===== config.mk =====
export PLATFORM = sky130hd
export DESIGN_NAME = shift_add_mult_ctrl
export DESIGN_NICKNAME = d
export VERILOG_FILES = /design/src/rtl/shift_add_mult_ctrl.sv
export SDC_FILE = /design/constraint.sdc
export NUM_CORES = 1
export LEC_CHECK = 0
export BUFFER_PORTS_ARGS = -buffer_cell sky130_fd_sc_hd__buf_2
export CORE_UTILIZATION = 50
export CTS_CLUSTER_DIAMETER = 60
export DETAILED_ROUTE_END_ITERATION = 8
export GPL_TIMING_DRIVEN = 0
export PLACE_DENSITY = 0.75
export SLEW_MARGIN = 5
export SYNTH_ARGS = -nofsm -noshare
export SYNTH_HDL_FRONTEND = slang
export SYNTH_SLANG_ARGS = --single-unit

===== constraint.sdc =====
create_clock -name clk -period 2.3 [get_ports clk]
set_input_delay 0.345 -clock clk [delete_from_list [all_inputs] [get_ports clk]]
set_output_delay 0.345 -clock clk [all_outputs]
set_load 0.02 [all_outputs]

===== src/rtl/shift_add_mult_ctrl.sv =====
// Sequential unsigned shift-and-add multiplier. Consumes the flag from an external
// iteration counter to end the loop, with a watchdog in case that flag never arrives.
module shift_add_mult_ctrl #(
    parameter int DW       = 16,
    parameter int WD_LIMIT = DW + 2
) (
    input  logic            clk,
    input  logic            reset,
    input  logic            start,
    input  logic [DW-1:0]   multiplicand,
    input  logic [DW-1:0]   multiplier,
    input  logic            cnt_flag,
    output logic            cnt_enable,
    output logic            cnt_sync_reset,
    output logic            ready,
    output logic            busy,
    output logic            done,
    output logic [2*DW-1:0] product,
    output logic            err
);

    localparam int WDW = $clog2(WD_LIMIT + 1);

    typedef enum logic [1:0] {
        IDLE = 2'd0,
        RUN  = 2'd1,
        DONE = 2'd2
    } state_t;

    state_t            state_r;
    logic [DW-1:0]     m_r;
    logic [DW-1:0]     q_r;
    logic [DW:0]       a_r;
    logic [WDW-1:0]    wd_r;
    logic              busy_r;
    logic              done_r;
    logic              err_r;
    logic [2*DW-1:0]   product_r;

    logic [DW:0]       sum_s;
    logic [DW:0]       a_next_s;
    logic [DW-1:0]     q_next_s;

    // One iteration: conditional add into A (carry kept), then shift {A,Q} right by one.
    always_comb begin
        sum_s    = a_r + (q_r[0] ? {1'b0, m_r} : {(DW+1){1'b0}});
        a_next_s = {1'b0, sum_s[DW:1]};
        q_next_s = {sum_s[0], q_r[DW-1:1]};
    end

    // Counter control and ready decode from the current state, qualified by start in IDLE.
    always_comb begin
        cnt_enable     = 1'b0;
        cnt_sync_reset = 1'b0;
        ready          = 1'b0;
        case (state_r)
            IDLE: begin
                ready = 1'b1;
                if (start) begin
                    cnt_enable     = 1'b1;
                    cnt_sync_reset = 1'b1;
                end else begin
                    cnt_enable     = 1'b0;
                    cnt_sync_reset = 1'b0;
                end
            end
            RUN: begin
                cnt_enable = 1'b1;
            end
            default: begin
                cnt_enable     = 1'b0;
                cnt_sync_reset = 1'b0;
                ready          = 1'b0;
            end
        endcase
    end

    // Control FSM with datapath registers and registered status outputs.
    always_ff @(posedge clk) begin
        if (reset) begin
            state_r   <= IDLE;
            m_r       <= {DW{1'b0}};
            q_r       <= {DW{1'b0}};
            a_r       <= {(DW+1){1'b0}};
            wd_r      <= {WDW{1'b0}};
            busy_r    <= 1'b0;
            done_r    <= 1'b0;
            err_r     <= 1'b0;
            product_r <= {(2*DW){1'b0}};
        end else begin
            case (state_r)
                IDLE: begin
                    done_r <= 1'b0;
                    if (start) begin
                        m_r     <= multiplicand;
                        q_r     <= multiplier;
                        a_r     <= {(DW+1){1'b0}};
                        wd_r    <= {WDW{1'b0}};
                        err_r   <= 1'b0;
                        busy_r  <= 1'b1;
                        state_r <= RUN;
                    end else begin
                        busy_r  <= 1'b0;
                        state_r <= IDLE;
                    end
                end
                RUN: begin
                    a_r <= a_next_s;
                    q_r <= q_next_s;
                    if (cnt_flag) begin
                        product_r <= {a_next_s[DW-1:0], q_next_s};
                        busy_r    <= 1'b0;
                        done_r    <= 1'b1;
                        state_r   <= DONE;
                    end else if (wd_r == WDW'(WD_LIMIT - 1)) begin
                        // Counter never reported the last iteration: abort with a zero result.
                        err_r     <= 1'b1;
                        product_r <= {(2*DW){1'b0}};
                        busy_r    <= 1'b0;
                        done_r    <= 1'b1;
                        state_r   <= DONE;
                    end else begin
                        wd_r <= wd_r + WDW'(1);
                    end
                end
                DONE: begin
                    done_r  <= 1'b0;
                    busy_r  <= 1'b0;
                    state_r <= IDLE;
                end
                default: begin
                    busy_r  <= 1'b0;
                    done_r  <= 1'b0;
                    state_r <= IDLE;
                end
            endcase
        end
    end

    assign busy    = busy_r;
    assign done    = done_r;
    assign err     = err_r;
    assign product = product_r;

endmodule


==> results of run 1 <==
==> metrics by stage <==
step                      TNS [ps]  instance area [um2]  worst slack, ps  total power (uW)
final                            0                 5340             15.6              3150
after global routing          -215                 5340            -66.0              3270
after CTS                    -56.5                 5150            -43.1              3150
after detailed placement     -6520                 4730             -423              1970
after global placement       -4800                 4730             -345              1960
after floorplan                  0                 4240             52.4              1860
==> registers in the layout, indices dropped and copies added (netlist names) <==
register / cells
err: 1
a_r: 16
product: 32
done: 1
q_r: 16
state_r: 2
wd_r: 5
m_r: 16
==> kinds of logic (layout without fill, tap and decap cells) <==
| kind of cell | after synthesis | in the layout | synth area share [%] |
|---|---|---|---|
| buffers and inverters | 41 | 138 | 4.28 |
| adder cells (fa/ha/maj) | 19 | 19 | 5.79 |
| AO/OA/AOI/OAI | 150 | 150 | 24.0 |
| flip-flops | 89 | 89 | 42.1 |
| XOR/XNOR | 7 | 7 | 1.45 |
| AND/OR/NAND/NOR | 194 | 194 | 22.4 |
==> cells in the mapped netlist (11+ instances only) <==
master / number
sky130_fd_sc_hd__and2_1: 16
sky130_fd_sc_hd__nor2_1: 43
sky130_fd_sc_hd__nand2_1: 77
sky130_fd_sc_hd__clkbuf_1: 19
sky130_fd_sc_hd__nand3_1: 11
sky130_fd_sc_hd__o31ai_1: 14
sky130_fd_sc_hd__ha_1: 18
sky130_fd_sc_hd__dfxtp_1: 89
sky130_fd_sc_hd__a22oi_1: 36
sky130_fd_sc_hd__a21oi_1: 50
==> routing by layer <==
metal / GRT usage, % / up-vias / share of wire [%]
met5: 0 / - / 0
li1: - / 1975 / -
met2: 42.6 / 161 / 48
met4: 9.36 / 0 / 1.8
met3: 4.94 / 24 / 6.1
met1: 34.4 / 1928 / 44
==> timing repair <==
action                                 4_1_cts  5_1_grt
setup endpoints to repair                   27       24
buffers inserted                             6        5
cloned                                       0        0
hold buffers                                 0        0
pin swaps                                    8       15
endpoints found under the hold margin        0        0
gates resized for setup                     32       37
==> cell usage in the layout (no fill, tap or decap), types with 3 or more instances in the layout <==
master	instances
sky130_fd_sc_hd__nand2_1	74
sky130_fd_sc_hd__nor3_1	8
sky130_fd_sc_hd__a21oi_2	3
sky130_fd_sc_hd__ha_1	8
sky130_fd_sc_hd__xor2_1	5
sky130_fd_sc_hd__o21a_1	4
sky130_fd_sc_hd__ha_4	7
sky130_fd_sc_hd__nor2b_4	3
sky130_fd_sc_hd__o31a_1	3
sky130_fd_sc_hd__o21ai_0	7
sky130_fd_sc_hd__inv_1	8
sky130_fd_sc_hd__clkbuf_1	16
sky130_fd_sc_hd__clkbuf_8	9
sky130_fd_sc_hd__and2_1	14
sky130_fd_sc_hd__ha_2	3
sky130_fd_sc_hd__inv_8	3
sky130_fd_sc_hd__a21oi_1	45
sky130_fd_sc_hd__nand2_2	3
sky130_fd_sc_hd__buf_6	3
sky130_fd_sc_hd__nor2_1	43
sky130_fd_sc_hd__a21o_1	6
sky130_fd_sc_hd__a211oi_4	3
sky130_fd_sc_hd__nand4_1	9
sky130_fd_sc_hd__buf_2	76
sky130_fd_sc_hd__a31oi_1	3
sky130_fd_sc_hd__o31ai_1	14
sky130_fd_sc_hd__or3_1	6
sky130_fd_sc_hd__buf_4	13
sky130_fd_sc_hd__a22oi_1	36
sky130_fd_sc_hd__dfxtp_1	87
sky130_fd_sc_hd__nand3_1	9
==> how the worst min path moves through the flow <==
stage,start,endpoint,slack (ps),depth (start not counted)
after global placement,product[22],product[22],430,2
after CTS,multiplicand[6],m_r[6],200,3
after global routing,multiplicand[14],m_r[14],200,3
after detailed placement,product[29],product[29],440,2
after floorplan,m_r[0],m_r[0],430,2
final,multiplicand[1],m_r[1],200,3
==> power groups by stage <==
stage | combinational [uW] | sequential, uW | clock (uW)
finish | 343 | 1620 | 1190
global route | 374 | 1630 | 1260
CTS | 332 | 1620 | 1200
detailed placement | 316 | 1660 | 0
global placement | 309 | 1660 | 0
floorplan | 203 | 1660 | 0
==> tightest hold or removal path: cells and delay by family <==
family	cells	cell delay, ps
AOI/OAI and AO/OA	1	50
buffers and inverters	1	90
and+or+nand+nor	1	40
==> final cells by class <==
type / count / area share, %
multi-input combinational: 370 / 47.9
buffer: 29 / 2.98
timing repair buffer: 83 / 8.30
clock inverter: 7 / 1.81
clock buffer: 9 / 2.32
sequential: 89 / 33.5
tap: 105 / 2.46
inverter: 10 / 0.750
==> summary.json, run 1 <==
{
  "critPathKind": {"value": "reg -> reg"},
  "yosys_register_bits": {"value": 89},
  "place_inst": {"value": 677},
  "post_drt_wl_per_cell": {"value": 16.2, "unit": "um"},
  "number_of_global_route_vias_before_repair": {"value": 3665},
  "remaining_drc_errors": {"value": 0},
  "drive_gt1_share": {"value": 27.5, "unit": "%"},
  "wire_length_reported_by_the_detailed_router": {"value": 11400, "unit": "um"},
  "clk_transition_reported_paths": {"value": 100, "unit": "ps"},
  "cts_inserted_buffers": {"value": 9},
  "drt.antenna.violating_nets": {"value": 0},
  "clock.fmax": {"value": 438, "unit": "MHz"},
  "regToRegStartpoint": {"value": "q_r[0]"},
  "viasPerCell": {"value": 5.82},
  "number_of_standard_cells_in_the_final_layout_excluding_fillers": {"value": 702},
  "cts_tree": {"value": "yes"},
  "rsz0062_at_grt": {"value": "yes"},
  "max_slew_margin": {"value": 63.3, "unit": "%"},
  "timing.final.crit_share": {"value": 99.3, "unit": "%"},
  "worstSkewPairLatency": {"value": 380, "unit": "ps"},
  "switching_power": {"value": 900, "unit": "uW"},
  "synth.largest_area_cell": {"value": "sky130_fd_sc_hd__dfxtp_1"},
  "final_hold_viol_count": {"value": 0},
  "crit_arrival": {"value": 2570, "unit": "ps"},
  "leakage": {"value": 0.00216, "unit": "uW"},
  "cts_root_buf": {"value": "sky130_fd_sc_hd__clkbuf_8"},
  "critical_path_buffer_and_inverter_count": {"value": 2},
  "avgSynthCellArea": {"value": 8.47, "unit": "um2"},
  "whs": {"value": 202, "unit": "ps"},
  "synth_top_area_share": {"value": 42.1, "unit": "%"},
  "layout.core_utilization": {"value": 64.9, "unit": "%"},
  "worst_hold_path_type": {"value": "in -> reg"},
  "detailroute.via_count": {"value": 4088},
  "max_cap_viol_count": {"value": 0},
  "worst_setup_path_start_kind": {"value": "register"},
  "power_density": {"value": 591, "unit": "nW/um2"},
  "clock_power_share": {"value": 37.6, "unit": "%"},
  "ir_drop": {"value": 0.450, "unit": "mV"},
  "grt.overflow.total": {"value": 0},
  "path_max_fanout": {"value": 9},
  "cts_num_sinks": {"value": 89},
  "critical-path-max-stage-delay": {"value": 380, "unit": "ps"},
  "slowest_cell_on_the_critical_path": {"value": "sky130_fd_sc_hd__dfxtp_4"},
  "synth_area_leaders": {"value": "sky130_fd_sc_hd__dfxtp_1, sky130_fd_sc_hd__nand2_1, sky130_fd_sc_hd__a22oi_1, sky130_fd_sc_hd__a21oi_1, sky130_fd_sc_hd__ha_1"},
  "sequentialPowerShare": {"value": 51.5, "unit": "%"},
  "sw_frac_of_total": {"value": 28.5, "unit": "%"},
  "worst_pin_slew": {"value": 551, "unit": "ps"},
  "crit_chain": {"value": "buf_8, buf_4, and2_1, ha_2, a21oi_1, o21ai_0, o31a_1, o31ai_1"},
  "worst-path-stages": {"value": 8},
  "cell_family_contributing_the_most_delay_on_the_critical_path": {"value": "compound AO/OA/AOI/OAI gates"},
  "reg2reg_slack": {"value": 20, "unit": "ps"},
  "dieHeight": {"value": 94.0, "unit": "um"},
  "fin_crit": {"value": 2280, "unit": "ps"},
  "synth_nets": {"value": 555},
  "synth_sequential_area_ratio": {"value": 42.1, "unit": "%"},
  "yosysWarningCount": {"value": 0},
  "category_of_the_worst_setup_path_capture_point": {"value": "register"},
  "io_pins": {"value": 74},
  "synth_area": {"value": 4240, "unit": "um2"},
  "maximum_number_of_pins_on_one_net_before_global_route_repair": {"value": 19},
  "timing.critical_path.to": {"value": "a_r[13]"},
  "antenna_cells_inserted": {"value": 0},
  "area_delta_synth_final": {"value": 26.0, "unit": "%"},
  "gr-usage-all-layers": {"value": 26.2, "unit": "%"},
  "fp.dieW": {"value": 94.0, "unit": "um"},
  "number_of_placement_rows": {"value": 33},
  "final_setup_violation_count": {"value": 0},
  "gp_routability_congestion": {"value": 0.935},
  "router_iterations_before_antenna_repair": {"value": 5},
  "initial_core_util": {"value": 51.5, "unit": "%"},
  "fillCellCount": {"value": 681},
  "clock_buffer_depth": {"value": 2},
  "dieArea": {"value": 8840, "unit": "um2"},
  "worstReg2RegEnd": {"value": "a_r[13]"},
  "slew_viol_final": {"value": 0},
  "r2r.worst_path.cells": {"value": 8},
  "result_of_the_run": {"value": "finished clean"},
  "p_comb_share": {"value": 10.9, "unit": "%"},
  "regArea": {"value": 1790, "unit": "um2"},
  "placement.io_buffers": {"value": 72},
  "synth-edff-count": {"value": 0},
  "intPower": {"value": 2250, "unit": "uW"},
  "ys_types": {"value": 59},
  "multi_input_area": {"value": 2560, "unit": "um2"},
  "number_of_antenna_violations_at_the_first_check_in_global_routing": {"value": 0},
  "first_iter_violations": {"value": 257},
  "global_route_wire_length_before_repair": {"value": 17800, "unit": "um"},
  "async_reset_ff_share": {"value": 0, "unit": "%"},
  "core_area": {"value": 8220, "unit": "um2"},
  "post_detailed_placement_half_perimeter_wirelength": {"value": 7760, "unit": "um"},
  "synthFlopType": {"value": "sky130_fd_sc_hd__dfxtp_1"},
  "cp-startpoint": {"value": "q_r[0]"},
  "cp_data_required_time": {"value": 2580, "unit": "ps"},
  "worst_clock_skew": {"value": 9.52, "unit": "ps"},
  "cts.htree.levels": {"value": 3},
  "postSynthCellCount": {"value": 500},
  "number_of_nets_at_the_end_of_the_flow": {"value": 647}
}
No activity file was read; power rests on OpenSTA's default activity.
==> run 2, diff against run 1 <==
Settings changed: ABC_AREA set to 1.
==> summary.json, run 2 <==
{
  "result_of_the_run": {"value": "finished clean"},
  "core_area": {"value": 8680, "unit": "um2", "change": "+5.6%"},
  "leakage": {"value": 0.00249, "unit": "uW", "change": "+15%"},
  "viasPerCell": {"value": 5.15, "change": "-12%"},
  "synth_top_area_share": {"value": 40.0, "unit": "%", "change": "-2.1 points"},
  "final_setup_violation_count": {"value": 0, "change": "unchanged"},
  "global_route_wire_length_before_repair": {"value": 18100, "unit": "um", "change": "+1.8%"},
  "cts_inserted_buffers": {"value": 9, "change": "unchanged"},
  "timing.final.crit_share": {"value": 93.8, "unit": "%", "change": "-5.5 points"},
  "max_cap_viol_count": {"value": 0, "change": "unchanged"},
  "max_slew_margin": {"value": 60.1, "unit": "%", "change": "-3.1 points"},
  "yosysWarningCount": {"value": 0, "change": "unchanged"},
  "crit_arrival": {"value": 2440, "unit": "ps", "change": "-130 ps"},
  "grt.overflow.total": {"value": 0, "change": "unchanged"},
  "avgSynthCellArea": {"value": 6.92, "unit": "um2", "change": "-18%"},
  "post_drt_wl_per_cell": {"value": 13.5, "unit": "um", "change": "-17%"},
  "dieArea": {"value": 9300, "unit": "um2", "change": "+5.1%"},
  "number_of_antenna_violations_at_the_first_check_in_global_routing": {"value": 0, "change": "unchanged"},
  "yosys.cell_count.top_type": {"value": "sky130_fd_sc_hd__nand2_1"},
  "postLayoutSetupSlackWorst": {"value": 142, "unit": "ps", "change": "+127 ps"},
  "critPathKind": {"value": "reg -> reg"},
  "cts_root_buf": {"value": "sky130_fd_sc_hd__clkbuf_8"},
  "clk_transition_reported_paths": {"value": 90, "unit": "ps", "change": "about the same"},
  "dieHeight": {"value": 96.4, "unit": "um", "change": "+2.5%"},
  "synthFlopType": {"value": "sky130_fd_sc_hd__dfxtp_1"},
  "number_of_nets_at_the_end_of_the_flow": {"value": 782, "change": "+21%"},
  "synth_area": {"value": 4460, "unit": "um2", "change": "+5.3%"},
  "ys_types": {"value": 32, "change": "-46%"},
  "path_max_fanout": {"value": 10, "change": "+1"},
  "cp_data_required_time": {"value": 2580, "unit": "ps", "change": "about the same"},
  "synth_sequential_area_ratio": {"value": 40.0, "unit": "%", "change": "-2.1 points"},
  "worst_clock_skew": {"value": 9.98, "unit": "ps", "change": "+0.456 ps"},
  "number_of_standard_cells_in_the_final_layout_excluding_fillers": {"value": 840, "change": "+20%"},
  "clock_buffer_depth": {"value": 2, "change": "unchanged"},
  "async_reset_ff_share": {"value": 0, "unit": "%", "change": "unchanged"},
  "antenna_cells_inserted": {"value": 0, "change": "unchanged"},
  "crit_chain": {"value": "clkbuf_8, nand2_1, inv_1, ha_1, inv_1, fa_2, inv_1, nand3_1, nand3_2, nand3_2, nand3_2, nand2_1, nand2_1, nand2_1, a21oi_1"},
  "postSynthCellCount": {"value": 644, "change": "+29%"},
  "synth-edff-count": {"value": 0, "change": "unchanged"},
  "clock.fmax": {"value": 463, "unit": "MHz", "change": "+5.9%"},
  "wire_length_reported_by_the_detailed_router": {"value": 11300, "unit": "um", "change": "-0.26%"},
  "final_hold_viol_count": {"value": 0, "change": "unchanged"},
  "worst_setup_path_start_kind": {"value": "register"},
  "cell_family_contributing_the_most_delay_on_the_critical_path": {"value": "simple AND/OR/NAND/NOR gates"},
  "drt.antenna.violating_nets": {"value": 0, "change": "unchanged"},
  "synth_nets": {"value": 699, "change": "+26%"},
  "post_detailed_placement_half_perimeter_wirelength": {"value": 8710, "unit": "um", "change": "+12%"},
  "gr-usage-all-layers": {"value": 25.8, "unit": "%", "change": "-0.34 points"},
  "fin_crit": {"value": 2160, "unit": "ps", "change": "-127 ps"},
  "ir_drop": {"value": 0.387, "unit": "mV", "change": "-14%"},
  "critical_path_buffer_and_inverter_count": {"value": 4, "change": "+2"},
  "gp_routability_congestion": {"value": 0.919, "change": "-1.7%"},
  "slew_viol_final": {"value": 0, "change": "unchanged"},
  "area_delta_synth_final": {"value": 16.4, "unit": "%"},
  "cpMostUsedCell": {"value": "sky130_fd_sc_hd__nand2_1"},
  "critical-path-max-stage-delay": {"value": 390, "unit": "ps", "change": "about the same"},
  "placement.io_buffers": {"value": 72, "change": "unchanged"},
  "router_iterations_before_antenna_repair": {"value": 5, "change": "unchanged"},
  "whs": {"value": 228, "unit": "ps", "change": "+25.8 ps"},
  "remaining_drc_errors": {"value": 0, "change": "unchanged"},
  "report.power.total": {"value": 3150, "unit": "uW", "change": "-0.19%"},
  "io_pins": {"value": 74, "change": "unchanged"},
  "number_of_global_route_vias_before_repair": {"value": 3941, "change": "+7.5%"},
  "timing.setup.tns": {"value": 0, "unit": "ps", "change": "unchanged"},
  "slowest_cell_on_the_critical_path": {"value": "sky130_fd_sc_hd__dfxtp_4"},
  "cts.htree.levels": {"value": 3, "change": "unchanged"},
  "drive_gt1_share": {"value": 16.9, "unit": "%", "change": "-11 points"},
  "cts_tree": {"value": "yes"},
  "rsz0062_at_grt": {"value": "no"},
  "yosys_register_bits": {"value": 89, "change": "unchanged"},
  "power_density": {"value": 606, "unit": "nW/um2", "change": "+2.6%"},
  "worst_hold_path_type": {"value": "in -> reg"},
  "initial_core_util": {"value": 51.4, "unit": "%", "change": "-0.18 points"},
  "number_of_placement_rows": {"value": 34, "change": "+3.0%"},
  "mostFrequentLayoutCell": {"value": "sky130_fd_sc_hd__nand2_1"},
  "fp.dieW": {"value": 96.4, "unit": "um", "change": "+2.5%"},
  "category_of_the_worst_setup_path_capture_point": {"value": "register"},
  "synth_area_leaders": {"value": "sky130_fd_sc_hd__dfxtp_1, sky130_fd_sc_hd__nand2_1, sky130_fd_sc_hd__a21oi_1, sky130_fd_sc_hd__nand3_1, sky130_fd_sc_hd__inv_1"},
  "dp_slack": {"value": -484, "unit": "ps", "change": "-60.9 ps"},
  "cts_num_sinks": {"value": 89, "change": "unchanged"},
  "synthTopCellsByCount": {"value": "sky130_fd_sc_hd__nand2_1, sky130_fd_sc_hd__dfxtp_1, sky130_fd_sc_hd__inv_1"},
  "place_inst": {"value": 824, "change": "+22%"},
  "worstSkewPairLatency": {"value": 360, "unit": "ps", "change": "-20 ps"},
  "worst_pin_slew": {"value": 598, "unit": "ps", "change": "+47.2 ps"},
  "detailroute.via_count": {"value": 4324, "change": "+5.8%"},
  "maximum_number_of_pins_on_one_net_before_global_route_repair": {"value": 17, "change": "-2"},
  "layout_common_cells": {"value": "sky130_fd_sc_hd__nand2_1, sky130_fd_sc_hd__dfxtp_1, sky130_fd_sc_hd__buf_2, sky130_fd_sc_hd__inv_1, sky130_fd_sc_hd__a21oi_1"},
  "largest_reg_flops": {"value": 32, "change": "unchanged"},
  "synth.largest_area_cell": {"value": "sky130_fd_sc_hd__dfxtp_1"},
  "first_iter_violations": {"value": 217, "change": "-16%"}
}
## run 2: timing repair
item | 4_1_cts | 5_1_grt
endpoints found under the setup margin | 29 | 10
pin swaps | 0 | 0
hold buffers | 0 | 0
buffers inserted | 0 | 1
resized for setup | 6 | 3
## run 2: area by class of cell
| class | instances | area (um2) |
|---|---|---|
| buffer | 28 | 186 |
| fill | 843 | 3490 |
| clock buffer | 10 | 128 |
| sequential | 89 | 1790 |
| timing repair buffer | 73 | 368 |
| inverter | 68 | 260 |
| clock inverter | 6 | 75.1 |
| tap | 108 | 135 |
| multi-input combinational | 458 | 2250 |
## run 2: kinds of logic (layout without fill, tap and decap cells)
kind of cell	Yosys count	after routing	share of synthesized area, %
buffers and inverters	97	185	9.88
AO/OA/AOI/OAI	98	98	11.6
AND/OR/NAND/NOR	336	336	32.1
adder cells (fa/ha/maj)	19	19	5.50
flip-flops	89	89	40.0
XOR/XNOR	5	5	0.982
## run 2: path summary, 6_finish.rpt
path | start | endpoint | slack, ps | cells after the start
hold / removal | multiplicand[10] | m_r[10] | 230 | 3
setup reg to reg | q_r[0] | a_r[15] | 140 | 15
hold reg to reg | product[2] | product[2] | 460 | 2
setup / recovery | q_r[0] | a_r[15] | 140 | 15
## run 2: power breakdown
part           internal [uW]  switching [uW]  total (uW)
Sequential              1600            39.0        1640
Clock                    518             594        1110
Combinational            140             255         395
## run 2: layer usage
| metal | wire length (um) | vias up | global-route usage (%) |
|---|---|---|---|
| met3 | 502 | 17 | 4.30 |
| met5 | 0 | - | 0 |
| met2 | 5320 | 109 | 42.4 |
| met1 | 5180 | 1979 | 33.5 |
| met4 | 321 | 0 | 10.7 |
| li1 | - | 2219 | - |
## run 2: per-stage QoR
| stage | utilization (%) | area [um2] |
|---|---|---|
| final | 59.8 | 5190 |
| after global routing | 59.8 | 5190 |
| after CTS | 59.6 | 5170 |
| after detailed placement | 57.1 | 4950 |
| after global placement | 57.1 | 4950 |
| after floorplan | - | 4460 |
## run 2: worst register-to-register path: stages (launching register included)
cell and delay, ps:
sky130_fd_sc_hd__dfxtp_4 390, sky130_fd_sc_hd__clkbuf_8 160, sky130_fd_sc_hd__nand2_1 50, sky130_fd_sc_hd__inv_1 90, sky130_fd_sc_hd__ha_1 170, sky130_fd_sc_hd__inv_1 60, sky130_fd_sc_hd__fa_2 350, sky130_fd_sc_hd__inv_1 90
sky130_fd_sc_hd__nand3_1 90, sky130_fd_sc_hd__nand3_2 120, sky130_fd_sc_hd__nand3_2 90, sky130_fd_sc_hd__nand3_2 90, sky130_fd_sc_hd__nand2_1 50, sky130_fd_sc_hd__nand2_1 80, sky130_fd_sc_hd__nand2_1 60, sky130_fd_sc_hd__a21oi_1 140
